`src/rtl/cpu_defs.sv`:
```
// Shared definitions for the 19-bit single-cycle core: PC width, opcode
// patterns for JSB/RET and the pc_mux select encodings.
package cpu_defs;
  localparam int ADDR_W = 12;

  localparam logic [4:0] JSB = 5'b11101;   // instr[18:14]
  localparam logic [5:0] RET = 6'b111100;  // instr[18:13]

  typedef enum logic [1:0] {
    PC_NEXT   = 2'b00,
    PC_BRANCH = 2'b01,
    PC_JUMP   = 2'b10,
    PC_RET    = 2'b11
  } pc_mux_e;
endpackage

```
`src/rtl/stack_regfile.sv`:
```
// DEPTH x ADDR_W storage for the return stack: one synchronous write port,
// one asynchronous read port. Contents are not reset.
module stack_regfile #(
  parameter int ADDR_W = cpu_defs::ADDR_W,
  parameter int DEPTH  = 8,
  localparam int PW    = $clog2(DEPTH)
) (
  input  logic              i_clk,
  input  logic              i_we,
  input  logic [PW-1:0]     i_waddr,
  input  logic [ADDR_W-1:0] i_wdata,
  input  logic [PW-1:0]     i_raddr,
  output logic [ADDR_W-1:0] o_rdata
);
  logic [ADDR_W-1:0] r_mem [DEPTH];

  always_ff @(posedge i_clk) begin
    if (i_we) r_mem[i_waddr] <= i_wdata;
  end

  assign o_rdata = r_mem[i_raddr];
endmodule

```
`src/rtl/return_stack.sv`:
```
// Hardware return-address stack: JSB pushes PC+1, RET reads top_addr the same
// cycle. Circular or discard-on-full behaviour, with sticky error flags.
module return_stack
  import cpu_defs::*;
#(
  parameter int ADDR_W = cpu_defs::ADDR_W,
  parameter int DEPTH  = 8,
  parameter int WRAP   = 1,
  localparam int PW    = $clog2(DEPTH),
  localparam int CW    = PW + 1
) (
  input  logic              clk,
  input  logic              reset,
  input  logic              push,
  input  logic              pop,
  input  logic [ADDR_W-1:0] push_addr,
  input  logic              err_clr,
  output logic [ADDR_W-1:0] top_addr,
  output logic              empty,
  output logic              full,
  output logic [CW-1:0]     count,
  output logic              overflow,
  output logic              underflow
);
  logic [PW-1:0]     r_wr_ptr;
  logic [CW-1:0]     r_cnt;
  logic              r_ovf, r_unf;

  logic [PW-1:0]     w_top_idx, w_ptr_nxt, w_waddr;
  logic [CW-1:0]     w_cnt_nxt;
  logic              w_we, w_ovf_ev, w_unf_ev, w_empty, w_full;
  logic [ADDR_W-1:0] w_rdata;

  assign w_top_idx = r_wr_ptr - PW'(1);
  assign w_empty   = (r_cnt == '0);
  assign w_full    = (r_cnt == CW'(DEPTH));

  // Push+pop is pop-then-push: on a non-empty stack that is a top replace.
  always_comb begin
    w_we      = 1'b0;
    w_waddr   = r_wr_ptr;
    w_ptr_nxt = r_wr_ptr;
    w_cnt_nxt = r_cnt;
    w_ovf_ev  = 1'b0;
    w_unf_ev  = 1'b0;
    unique case ({push, pop})
      2'b10: begin
        if (!w_full) begin
          w_we      = 1'b1;
          w_ptr_nxt = r_wr_ptr + PW'(1);
          w_cnt_nxt = r_cnt + CW'(1);
        end else begin
          w_ovf_ev = 1'b1;
          if (WRAP != 0) begin
            w_we      = 1'b1;
            w_ptr_nxt = r_wr_ptr + PW'(1);
          end
        end
      end
      2'b01: begin
        if (!w_empty) begin
          w_ptr_nxt = w_top_idx;
          w_cnt_nxt = r_cnt - CW'(1);
        end else begin
          w_unf_ev = 1'b1;
        end
      end
      2'b11: begin
        w_we = 1'b1;
        if (!w_empty) begin
          w_waddr = w_top_idx;
        end else begin
          w_unf_ev  = 1'b1;
          w_ptr_nxt = r_wr_ptr + PW'(1);
          w_cnt_nxt = r_cnt + CW'(1);
        end
      end
      default: ;
    endcase
  end

  always_ff @(posedge clk) begin
    if (!reset) begin
      r_wr_ptr <= '0;
      r_cnt    <= '0;
      r_ovf    <= 1'b0;
      r_unf    <= 1'b0;
    end else begin
      r_wr_ptr <= w_ptr_nxt;
      r_cnt    <= w_cnt_nxt;
      r_ovf    <= w_ovf_ev | (r_ovf & ~err_clr);
      r_unf    <= w_unf_ev | (r_unf & ~err_clr);
    end
  end

  stack_regfile #(.ADDR_W(ADDR_W), .DEPTH(DEPTH)) u_rf (
    .i_clk   (clk),
    .i_we    (w_we & reset),
    .i_waddr (w_waddr),
    .i_wdata (push_addr),
    .i_raddr (w_top_idx),
    .o_rdata (w_rdata)
  );

  assign top_addr  = w_empty ? '0 : w_rdata;
  assign empty     = w_empty;
  assign full      = w_full;
  assign count     = r_cnt;
  assign overflow  = r_ovf;
  assign underflow = r_unf;
endmodule

```
`config.mk`:
```
export PLATFORM = sky130hd
export DESIGN_NAME = return_stack
export DESIGN_NICKNAME = d
export VERILOG_FILES = /design/src/rtl/cpu_defs.sv /design/src/rtl/stack_regfile.sv /design/src/rtl/return_stack.sv
export SDC_FILE = /design/constraint.sdc
export NUM_CORES = 1
export LEC_CHECK = 0
export CORE_ASPECT_RATIO = 0.7
export CORE_MARGIN = 2
export CORE_UTILIZATION = 25
export CTS_BUF_LIST = sky130_fd_sc_hd__clkbuf_16
export DETAILED_ROUTE_END_ITERATION = 10
export GPL_ROUTABILITY_DRIVEN = 0
export GPL_TIMING_DRIVEN = 0
export SETUP_SLACK_MARGIN = 0.05
export SLEW_MARGIN = 10
export SYNTH_ARGS = -nofsm -noshare
export SYNTH_HDL_FRONTEND = slang
export SYNTH_SLANG_ARGS = --single-unit
```
`constraint.sdc`:
```
create_clock -name clk -period 4.1 [get_ports clk]
set_clock_uncertainty 0.15 [all_clocks]
set_input_delay 0.615 -clock clk [delete_from_list [all_inputs] [get_ports clk]]
set_output_delay 0.615 -clock clk [all_outputs]
set_load 0.05 [all_outputs]
```
==> run_results.csv, run 1 <==
group,metric,value,unit
clocking,clk_latency,340,ps
clocking,cts_tree,"yes",
sta,post-route-period-util,0.9409,
synth,yosys.area.top_type_share,0.6375,
floorplan,die_y,116.5,µm
floorplan,row_count,41,
synth,synth_warnings,0,
final_layout,nNetsFinal,356,
sta,fin_ws,242.1,ps
placed_design,dp_hpwl,6366,µm
critical_path,path_class,"reg2out",
synth,synth_edf_count,96,
global_route,antenna_found_initial,0,
clocking,cts.path.max_buffers,2,
detailed_routing,detail_route.vias_per_cell,4.469,
clocking,cts_setup_buffers,0,
detailed_routing,ant_nets,0,
power,internal-power,2.178,mW
floorplan,die-area,19200,µm²
floorplan,core-area,17850,µm²
global_route,overflow,0,
critical_path,cp-end-kind,"output pin",
synth,ys_seq_area_frac,0.6774,
floorplan,die_w,164.7,µm
sta,setup_viol,0,
sta,relSlewSlack,0.2500,
critical_path,rr_worst_depth,8,
power,power.leakage,1.772,nW
critical_path,setup.worst_path.end,"top_addr[1]",
global_route,grt_pass1_vias,2629,
detailed_routing,drt_iter0_drc,445,
sta,timing.final.hold_violations,0,
detailed_routing,route.detailed.drc,0,
run,cap_violations,0,
placed_design,dp_slack,-669.5,ps
clocking,cts-root-buf,"clkbuf_16",
power,combPwrFrac,0.373,
critical_path,cp_data_arrival_time,3090,ps
clocking,path_clk_slew,70,ps
synth,syn_avg_cell_area,15.92,µm²
hold_path,hp-class,"reg2reg",
power,seq_power_share,0.377,
final_layout,drive_above_1_share,0.2358,
global_route,grt_first_pass_wirelength,15060,µm
placed_design,portBuffers,36,
sta,clock.fmax,259.2,MHz
final_layout,final_util,0.3103,
detailed_routing,vias,2552,
synth,post-synth-top-count-cell,"edfxtp_1",
critical_path,cp.required,3340,ps
critical_path,r2r_end,"u_rf.r_mem[2][8]$_DFFE_PP_",
power,p_total,3.418,mW
power,p_sw_frac,0.3628,
synth,synth_cells,284,
hold_path,holdCritStartpoint,"overflow$_SDFF_PN0_",
power,clkPwrFrac,0.250,
power,power_density,617.0,nW/µm²
synth,yosys.area.top_type,"edfxtp_1",
power,switching_power,1.240,mW
critical_path,reg2reg_from,"r_wr_ptr[0]$_SDFFE_PN0P_",
synth,synthFlopType,"edfxtp_1",
critical_path,ff2ff_setup_slack,610,ps
synth,async_flop_share,0,
final_layout,antenna_cells,0,
floorplan,start_util,0.2533,
synth,ys_top_cells_by_count,"edfxtp_1 (96), nand2_1 (29), mux4_2 (24)",
detailed_routing,wl_per_cell,17.21,µm
clocking,cts_num_sinks,105,
sta,rsz0062_at_grt,"no",
global_route,grt_max_degree,18,
power,max-vdd-ir-drop,0.2603,mV
sta,worst_slew_pin_slew,1121,ps
synth,synth.area.top_cells,"edfxtp_1 (64%), mux4_2 (12%), dfxtp_1 (4.0%)",
clocking,cts_buffers,9,
sta,fin_crit,3858,ps
critical_path,start_kind,"flop",
synth,synthesis.nets,308,
floorplan,io_pins,37,
critical_path,cp_max_fo,10,
final_layout,syn2layout_area_growth,22.52,%
sta,whs,344.5,ps
global_route,grt_util_all_layers,0.1088,
critical_path,critPathLaunch,"r_wr_ptr[0]$_SDFFE_PN0P_",
detailed_routing,wirelength,9829,µm
synth,synth_area,4522,µm²
final_layout,nFillCells,1752,
sta,maxSlewViolCount,0,
synth,ys_seq_elements,105,
clocking,h-tree-depth,3,
synth,synthDistinctLibCells,42,
outcome,status,"finished clean",
clocking,holdBufCountCts,0,
detailed_routing,dr.pass1.iters,4,
==> final cells by class <==
type	count	area, µm²	share of cell area
Tap cell	236	295.3	0.05330
Inverter	8	30.03	0.005420
Clock inverter	5	63.81	0.01152
Multi-Input combinational cell	153	1386	0.2502
Buffer	17	90.09	0.01626
Clock buffer	9	225.2	0.04065
Timing Repair Buffer	38	386.6	0.06978
Sequential cell	105	3063	0.5528
==> critical path: stages (launching register included) <==
cell and delay [ps]:
dfxtp_1 340, buf_4 260, buf_4 280, inv_1 100, ha_1 200, clkbuf_1 250
xor2_2 280, clkbuf_4 300, nand2_1 80, a21oi_1 230, clkdlybuf4s15_2 410
==> state kept, by name, indices dropped and copies added (netlist names) <==
register,flops
count,4
r_wr_ptr,3
underflow,1
u_rf.r_mem,96
overflow,1
==> power by group through the flow <==
| stage | Combinational, mW | Sequential [mW] | Clock [mW] |
|---|---|---|---|
| global placement | 1.27 | 1.31 | 0 |
| finish | 1.28 | 1.29 | 0.856 |
| detailed placement | 1.29 | 1.31 | 0 |
| CTS | 1.29 | 1.29 | 0.871 |
| global route | 1.38 | 1.29 | 0.917 |
| floorplan | 0.855 | 1.33 | 0 |
==> worst min path at each step <==
stage / to / depth (start not counted)
after floorplan: r_wr_ptr[1]$_SDFFE_PN0P_ / 3
after global placement: overflow$_SDFF_PN0_ / 2
after detailed placement: overflow$_SDFF_PN0_ / 2
after CTS: overflow$_SDFF_PN0_ / 2
after global routing: overflow$_SDFF_PN0_ / 2
final: overflow$_SDFF_PN0_ / 2
==> metal layers <==
metal  part of all wire  wire length, µm  global-route usage  up-vias
met2               0.50             4932              0.1830       53
met1               0.45             4436              0.1370     1294
met4              0.013              128             0.04348        0
met5                  0                0                   0        -
li1                   -                -                   -     1197
met3              0.034              332             0.02557        8
==> per-stage QoR <==
step           instances  instance area, µm²  setup TNS, ps
2_1_floorplan        284                4522              0
3_3_place_gp         556                5177         -20520
3_5_place_dp         558                5218         -15300
4_1_cts              572                5543              0
5_1_grt              571                5540              0
6_report             571                5540              0
==> layout by cell type, fill, tap and decap left out, types with 6 or more instances in the layout <==
cell type	instances
edfxtp_1	96
nand2_1	29
mux4_2	24
clkdlybuf4s50_1	24
a21oi_1	21
buf_2	9
nor3_1	9
clkbuf_16	9
dfxtp_1	9
clkdlybuf4s15_2	9
inv_1	7
nand2b_1	7
ha_1	7
nor2_1	6
==> what timing repair did <==
item / CTS / global route
cloned: 0 / 0
endpoints found under the setup margin: 48 / 12
gates resized for setup: 45 / 13
==> cells by family after synthesis <==
kind of cell	after synthesis	synth area share
buffers and inverters	26	0.02324
AND/OR/NAND/NOR	77	0.08522
XOR/XNOR	5	0.009686
AO/OA/AOI/OAI	37	0.05894
adder cells (fa/ha/maj)	7	0.01937
flip-flops	105	0.6774
multiplexers	27	0.1262
No activity file was read; power rests on OpenSTA's default activity.
==> inputs of run 2 (changes only) <==
- SLEW_MARGIN: 10 -> not set
==> run 2 against run 1 <==
Setup slack better by 9.9 ps. First-iteration DRC count fell by 9.4%. Sequential power about the same. Wire length fell by 0.76%. Via count about the same. Combinational power is essentially flat. Sequential share of layout area rose by 0.49 points. Critical path type unchanged. Critical endpoint unchanged.
==> run_results.csv, run 2 (same netlist as run 1, synthesis figures left out) <==
group,metric,value,unit
placed_design,portBuffers,36,
floorplan,row_count,41,
sta,tns,0,ps
detailed_routing,detail_route.vias_per_cell,4.466,
floorplan,start_util,0.2533,
clocking,clk_latency,350,ps
detailed_routing,dr.pass1.iters,4,
clocking,cts_tree,"yes",
detailed_routing,ant_nets,0,
run,cap_violations,0,
detailed_routing,drt_iter0_drc,403,
sta,maxSlewViolCount,0,
floorplan,die_w,164.7,µm
global_route,overflow,0,
critical_path,cp_max_fo,10,
placed_design,placed_area,5182,µm²
final_layout,final_common_cell,"edfxtp_1",
final_layout,final_cell_mix,"edfxtp_1 (96), nand2_1 (29), mux4_2 (24), clkdlybuf4s50_1 (24), a21oi_1 (21)",
final_layout,largest_reg_flops,96,
final_layout,nNetsFinal,354,
sta,timing.final.hold_violations,0,
floorplan,die_y,116.5,µm
critical_path,cp_data_arrival_time,3080,ps
power,max-vdd-ir-drop,0.2223,mV
power,power.leakage,1.757,nW
placed_design,dp_hpwl,6193,µm
clocking,cts_setup_buffers,0,
clocking,path_clk_slew,70,ps
global_route,antenna_found_initial,0,
clocking,cts_num_sinks,105,
floorplan,core-area,17850,µm²
floorplan,io_pins,37,
clocking,h-tree-depth,3,
sta,post-route-period-util,0.9385,
clocking,cts-root-buf,"clkbuf_16",
critical_path,cp-end-kind,"output pin",
critical_path,path_class,"reg2out",
sta,setup_viol,0,
global_route,grt_util_all_layers,0.1088,
final_layout,finalNonFillerCells,571,
sta,rsz0062_at_grt,"no",
detailed_routing,route.detailed.drc,0,
final_layout,largest_register,"u_rf.r_mem",
floorplan,die-area,19200,µm²
final_layout,final_util,0.3076,
sta,clock.fmax,259.9,MHz
final_layout,multiInputGateArea,1379,µm²
clocking,cts_buffers,9,
clocking,cts.path.max_buffers,2,
placed_design,dp.cells,556,
final_layout,nFillCells,1752,
final_layout,regArea,3063,µm²
global_route,top_usage_layer,"met2",
power,power_density,612.3,nW/µm²
global_route,grt_first_pass_wirelength,15010,µm
global_route,grt_pass1_vias,2648,
global_route,grt_max_degree,19,
detailed_routing,wirelength,9754,µm
global_route,use_met1,0.1333,
global_route,grtUsageMet2,0.1880,
outcome,status,"finished clean",
final_layout,syn2layout_area_growth,21.44,%
final_layout,antenna_cells,0,
sta,fin_crit,3848,ps
sta,relSlewSlack,0.1803,
detailed_routing,wl_per_cell,17.08,µm
hold_path,hp-class,"reg2reg",
global_route,grt_use_met3,0.02415,
critical_path,start_kind,"flop",
final_layout,fin_area,5492,µm²
sta,worst_slew_pin_slew,1225,ps
final_layout,drive_above_1_share,0.2209,
power,p_total,3.363,mW
detailed_routing,vias,2550,
critical_path,cp.required,3340,ps
==> run 2: cell count changes in the layout (fill, tap and decap cells not counted), sizes merged <==
cell,before,now
buf,14,12
clkinv,1,3
inv,10,11
bufinv,1,0
==> run 2: critical path: stages, from the launching register on <==
cell and delay (ps):
dfxtp_1 350, buf_4 270, buf_4 280, inv_1 100, ha_1 200, clkbuf_1 250, xor2_2 280, clkbuf_4 290
nand2_1 70, a21oi_1 220, clkdlybuf4s15_2 410
==> run 2: path summary, 6_finish.rpt <==
| check | cells after the start | end | startpoint | slack (ps) |
|---|---|---|---|---|
| max | 10 | top_addr[1] | r_wr_ptr[0]$_SDFFE_PN0P_ | 250 |
| max reg2reg | 9 | u_rf.r_mem[1][8]$_DFFE_PP_ | r_wr_ptr[0]$_SDFFE_PN0P_ | 370 |
| min reg2reg | 2 | overflow$_SDFF_PN0_ | overflow$_SDFF_PN0_ | 350 |
| min | 2 | overflow$_SDFF_PN0_ | overflow$_SDFF_PN0_ | 350 |
==> run 2: stage by stage <==
| step | hold slack (ps) | setup WS [ps] |
|---|---|---|
| after CTS | 352.2 | 72.12 |
| after global routing | 370.2 | 61.16 |
| after detailed placement | 345.0 | -656.0 |
| final | 350.3 | 252.0 |
| after floorplan | 468.6 | 457.0 |
| after global placement | 311.9 | -684.3 |
==> run 2: area by class of cell <==
class                   count  area share
clock buffers               9     0.04101
well taps                 236     0.05377
plain buffers              17     0.01640
flip-flops and latches    105      0.5578
repair buffers             36     0.06494
multi-input cells         153      0.2511
inverters                   8    0.005468
clock inverters             7    0.009569
==> run 2: metal layers <==
layer  vias up  wire length (µm)
li1       1190                 -
met1      1287              4176
met2        65              5003
met3         8               478
met4         0                96
met5         -                 0
==> run 2: power by group <==
| part | total, mW | switching (mW) | internal (mW) |
|---|---|---|---|
| clock network | 0.807 | 0.390 | 0.417 |
| registers | 1.29 | 0.0304 | 1.26 |
| logic | 1.27 | 0.823 | 0.444 |
==> run 2: timing repair <==
| item | in CTS | in global routing |
|---|---|---|
| pin swaps | 0 | 0 |
| hold buffers | 0 | 0 |
| resized for setup | 46 | 11 |
| setup endpoints to repair | 72 | 36 |
==> inputs of run 3 (changes only) <==
- CTS_BUF_LIST: sky130_fd_sc_hd__clkbuf_16 -> not set
==> run 3 against run 2 <==
Largest cell class unchanged. Combinational power hardly changed. Non-clock buffer count unchanged. Setup slack got worse by 11 ps. Total power about the same. Highest routed layer unchanged. Via count is 0.51% higher. Critical path type unchanged. First-iteration DRC count up 0.99%.
==> run_results.csv, run 3 (same netlist as run 1, synthesis figures left out) <==
group,metric,value,unit
sta,fin_crit,3859,ps
critical_path,cp-end-kind,"output pin",
sta,timing.final.hold_violations,0,
sta,clock.fmax,259.2,MHz
final_layout,largest_register,"u_rf.r_mem",
run,cap_violations,0,
clocking,cts-root-buf,"clkbuf_16",
floorplan,die-area,19200,µm²
sta,rsz0062_at_grt,"no",
floorplan,io_pins,37,
floorplan,core-area,17850,µm²
detailed_routing,detail_route.vias_per_cell,4.489,
final_layout,nNetsFinal,354,
power,p_total,3.362,mW
global_route,overflow,0,
critical_path,reg2reg_from,"r_wr_ptr[0]$_SDFFE_PN0P_",
hold_path,holdCritStartpoint,"overflow$_SDFF_PN0_",
clocking,cts_num_sinks,105,
power,max-vdd-ir-drop,0.2219,mV
floorplan,die_y,116.5,µm
final_layout,nFillCells,1752,
clocking,clk_latency,340,ps
sta,worst_slew_pin_slew,1268,ps
critical_path,r2r_end,"u_rf.r_mem[1][8]$_DFFE_PP_",
final_layout,multiInputGateArea,1379,µm²
clocking,cts_tree,"yes",
critical_path,ff2ff_setup_slack,390,ps
power,power_density,612.2,nW/µm²
clocking,cts_buffers,9,
outcome,status,"finished clean",
final_layout,syn2layout_area_growth,21.44,%
floorplan,die_w,164.7,µm
sta,relSlewSlack,0.1517,
sta,setup_viol,0,
global_route,grt_pass1_vias,2648,
critical_path,start_kind,"flop",
power,power.leakage,1.753,nW
placed_design,dp_hpwl,6193,µm
floorplan,row_count,41,
detailed_routing,wirelength,9750,µm
critical_path,cp_data_arrival_time,3090,ps
detailed_routing,route.detailed.drc,0,
final_layout,final_cell_mix,"edfxtp_1 (96), nand2_1 (29), mux4_2 (24), clkdlybuf4s50_1 (24), a21oi_1 (21)",
detailed_routing,ant_nets,0,
clocking,cts.path.max_buffers,2,
critical_path,path_class,"reg2out",
hold_path,whs_path_depth,2,
final_layout,final_util,0.3076,
final_layout,largest_reg_flops,96,
global_route,grt_util_all_layers,0.1088,
final_layout,antenna_cells,0,
clocking,path_clk_slew,70,ps
hold_path,holdPathEnd,"overflow$_SDFF_PN0_",
critical_path,rr_worst_depth,9,
detailed_routing,wl_per_cell,17.08,µm
final_layout,regArea,3063,µm²
detailed_routing,dr.pass1.iters,4,
global_route,antenna_found_initial,0,
placed_design,portBuffers,36,
final_layout,drive_above_1_share,0.2209,
critical_path,cp_max_fo,10,
floorplan,start_util,0.2533,
sta,maxSlewViolCount,0,
hold_path,hp-class,"reg2reg",
sta,post-route-period-util,0.9411,
clocking,h-tree-depth,3,
global_route,grt_max_degree,19,
detailed_routing,vias,2563,
final_layout,final_common_cell,"edfxtp_1",
critical_path,cp.required,3340,ps
global_route,grt_first_pass_wirelength,15010,µm
detailed_routing,drt_iter0_drc,407,
==> run 3: how the worst max path moves through the flow <==
stage / startpoint / to / slack, ps / depth (start not counted)
floorplan: r_wr_ptr[0]$_SDFFE_PN0P_ / top_addr[10] / 460 / 9
global placement: r_wr_ptr[0]$_SDFFE_PN0P_ / top_addr[8] / -680 / 10
detailed placement: r_wr_ptr[0]$_SDFFE_PN0P_ / top_addr[9] / -660 / 10
CTS: r_wr_ptr[0]$_SDFFE_PN0P_ / top_addr[0] / 70 / 10
global route: r_wr_ptr[0]$_SDFFE_PN0P_ / top_addr[1] / 60 / 10
finish: r_wr_ptr[0]$_SDFFE_PN0P_ / top_addr[1] / 240 / 10
==> run 3: through the flow <==
| step | hold slack, ps | area, µm² | worst slack (ps) | setup TNS (ps) | instances |
|---|---|---|---|---|---|
| 2_1_floorplan | 468.6 | 4522 | 457.0 | 0 | 284 |
| 3_5_place_dp | 345.0 | 5182 | -656.0 | -18920 | 556 |
| 6_report | 349.4 | 5492 | 241.5 | 0 | 571 |
| 5_1_grt | 370.2 | 5492 | 61.16 | 0 | 571 |
| 4_1_cts | 352.2 | 5499 | 72.12 | 0 | 572 |
| 3_3_place_gp | 311.9 | 5177 | -684.3 | -20520 | 556 |
==> run 3: worst max-delay path, stage by stage, from the launching register on <==
cell and delay (ps):
dfxtp_1 360, buf_4 270, buf_4 280, inv_1 100, ha_1 200, clkbuf_1 260
xor2_2 280, clkbuf_4 290, nand2_1 70, a21oi_1 220, clkdlybuf4s15_2 400
==> run 3: layer usage <==
| metal | vias to the layer above | share of wire | global-route usage |
|---|---|---|---|
| met4 | 0 | 0.011 | 0.04464 |
| met3 | 9 | 0.039 | 0.02415 |
| met1 | 1302 | 0.44 | 0.1333 |
| li1 | 1191 | - | - |
| met2 | 61 | 0.51 | 0.1880 |
| met5 | - | 0 | 0 |
==> run 3: area by class of cell <==
type	instances	area share
Clock buffer	10	0.04170
Clock inverter	6	0.008886
Buffer	17	0.01640
Timing Repair Buffer	36	0.06494
Multi-Input combinational cell	153	0.2511
Sequential cell	105	0.5578
Inverter	8	0.005468
Tap cell	236	0.05377
==> run 3: what timing repair did <==
item                       4_1_cts  5_1_grt
resized for setup               46       11
setup endpoints to repair       72       36
cloned                           0        0
hold buffers                     0        0
buffers inserted                 0        0
hold endpoints to repair         0        0
==> run 3: where the power goes <==
group / internal, mW / switching [mW] / leakage, nW
combinational: 0.444 / 0.823 / 0.677
sequential: 1.26 / 0.0304 / 0.943
clock: 0.420 / 0.387 / 0.133
total: 2.12 / 1.24 / 1.75
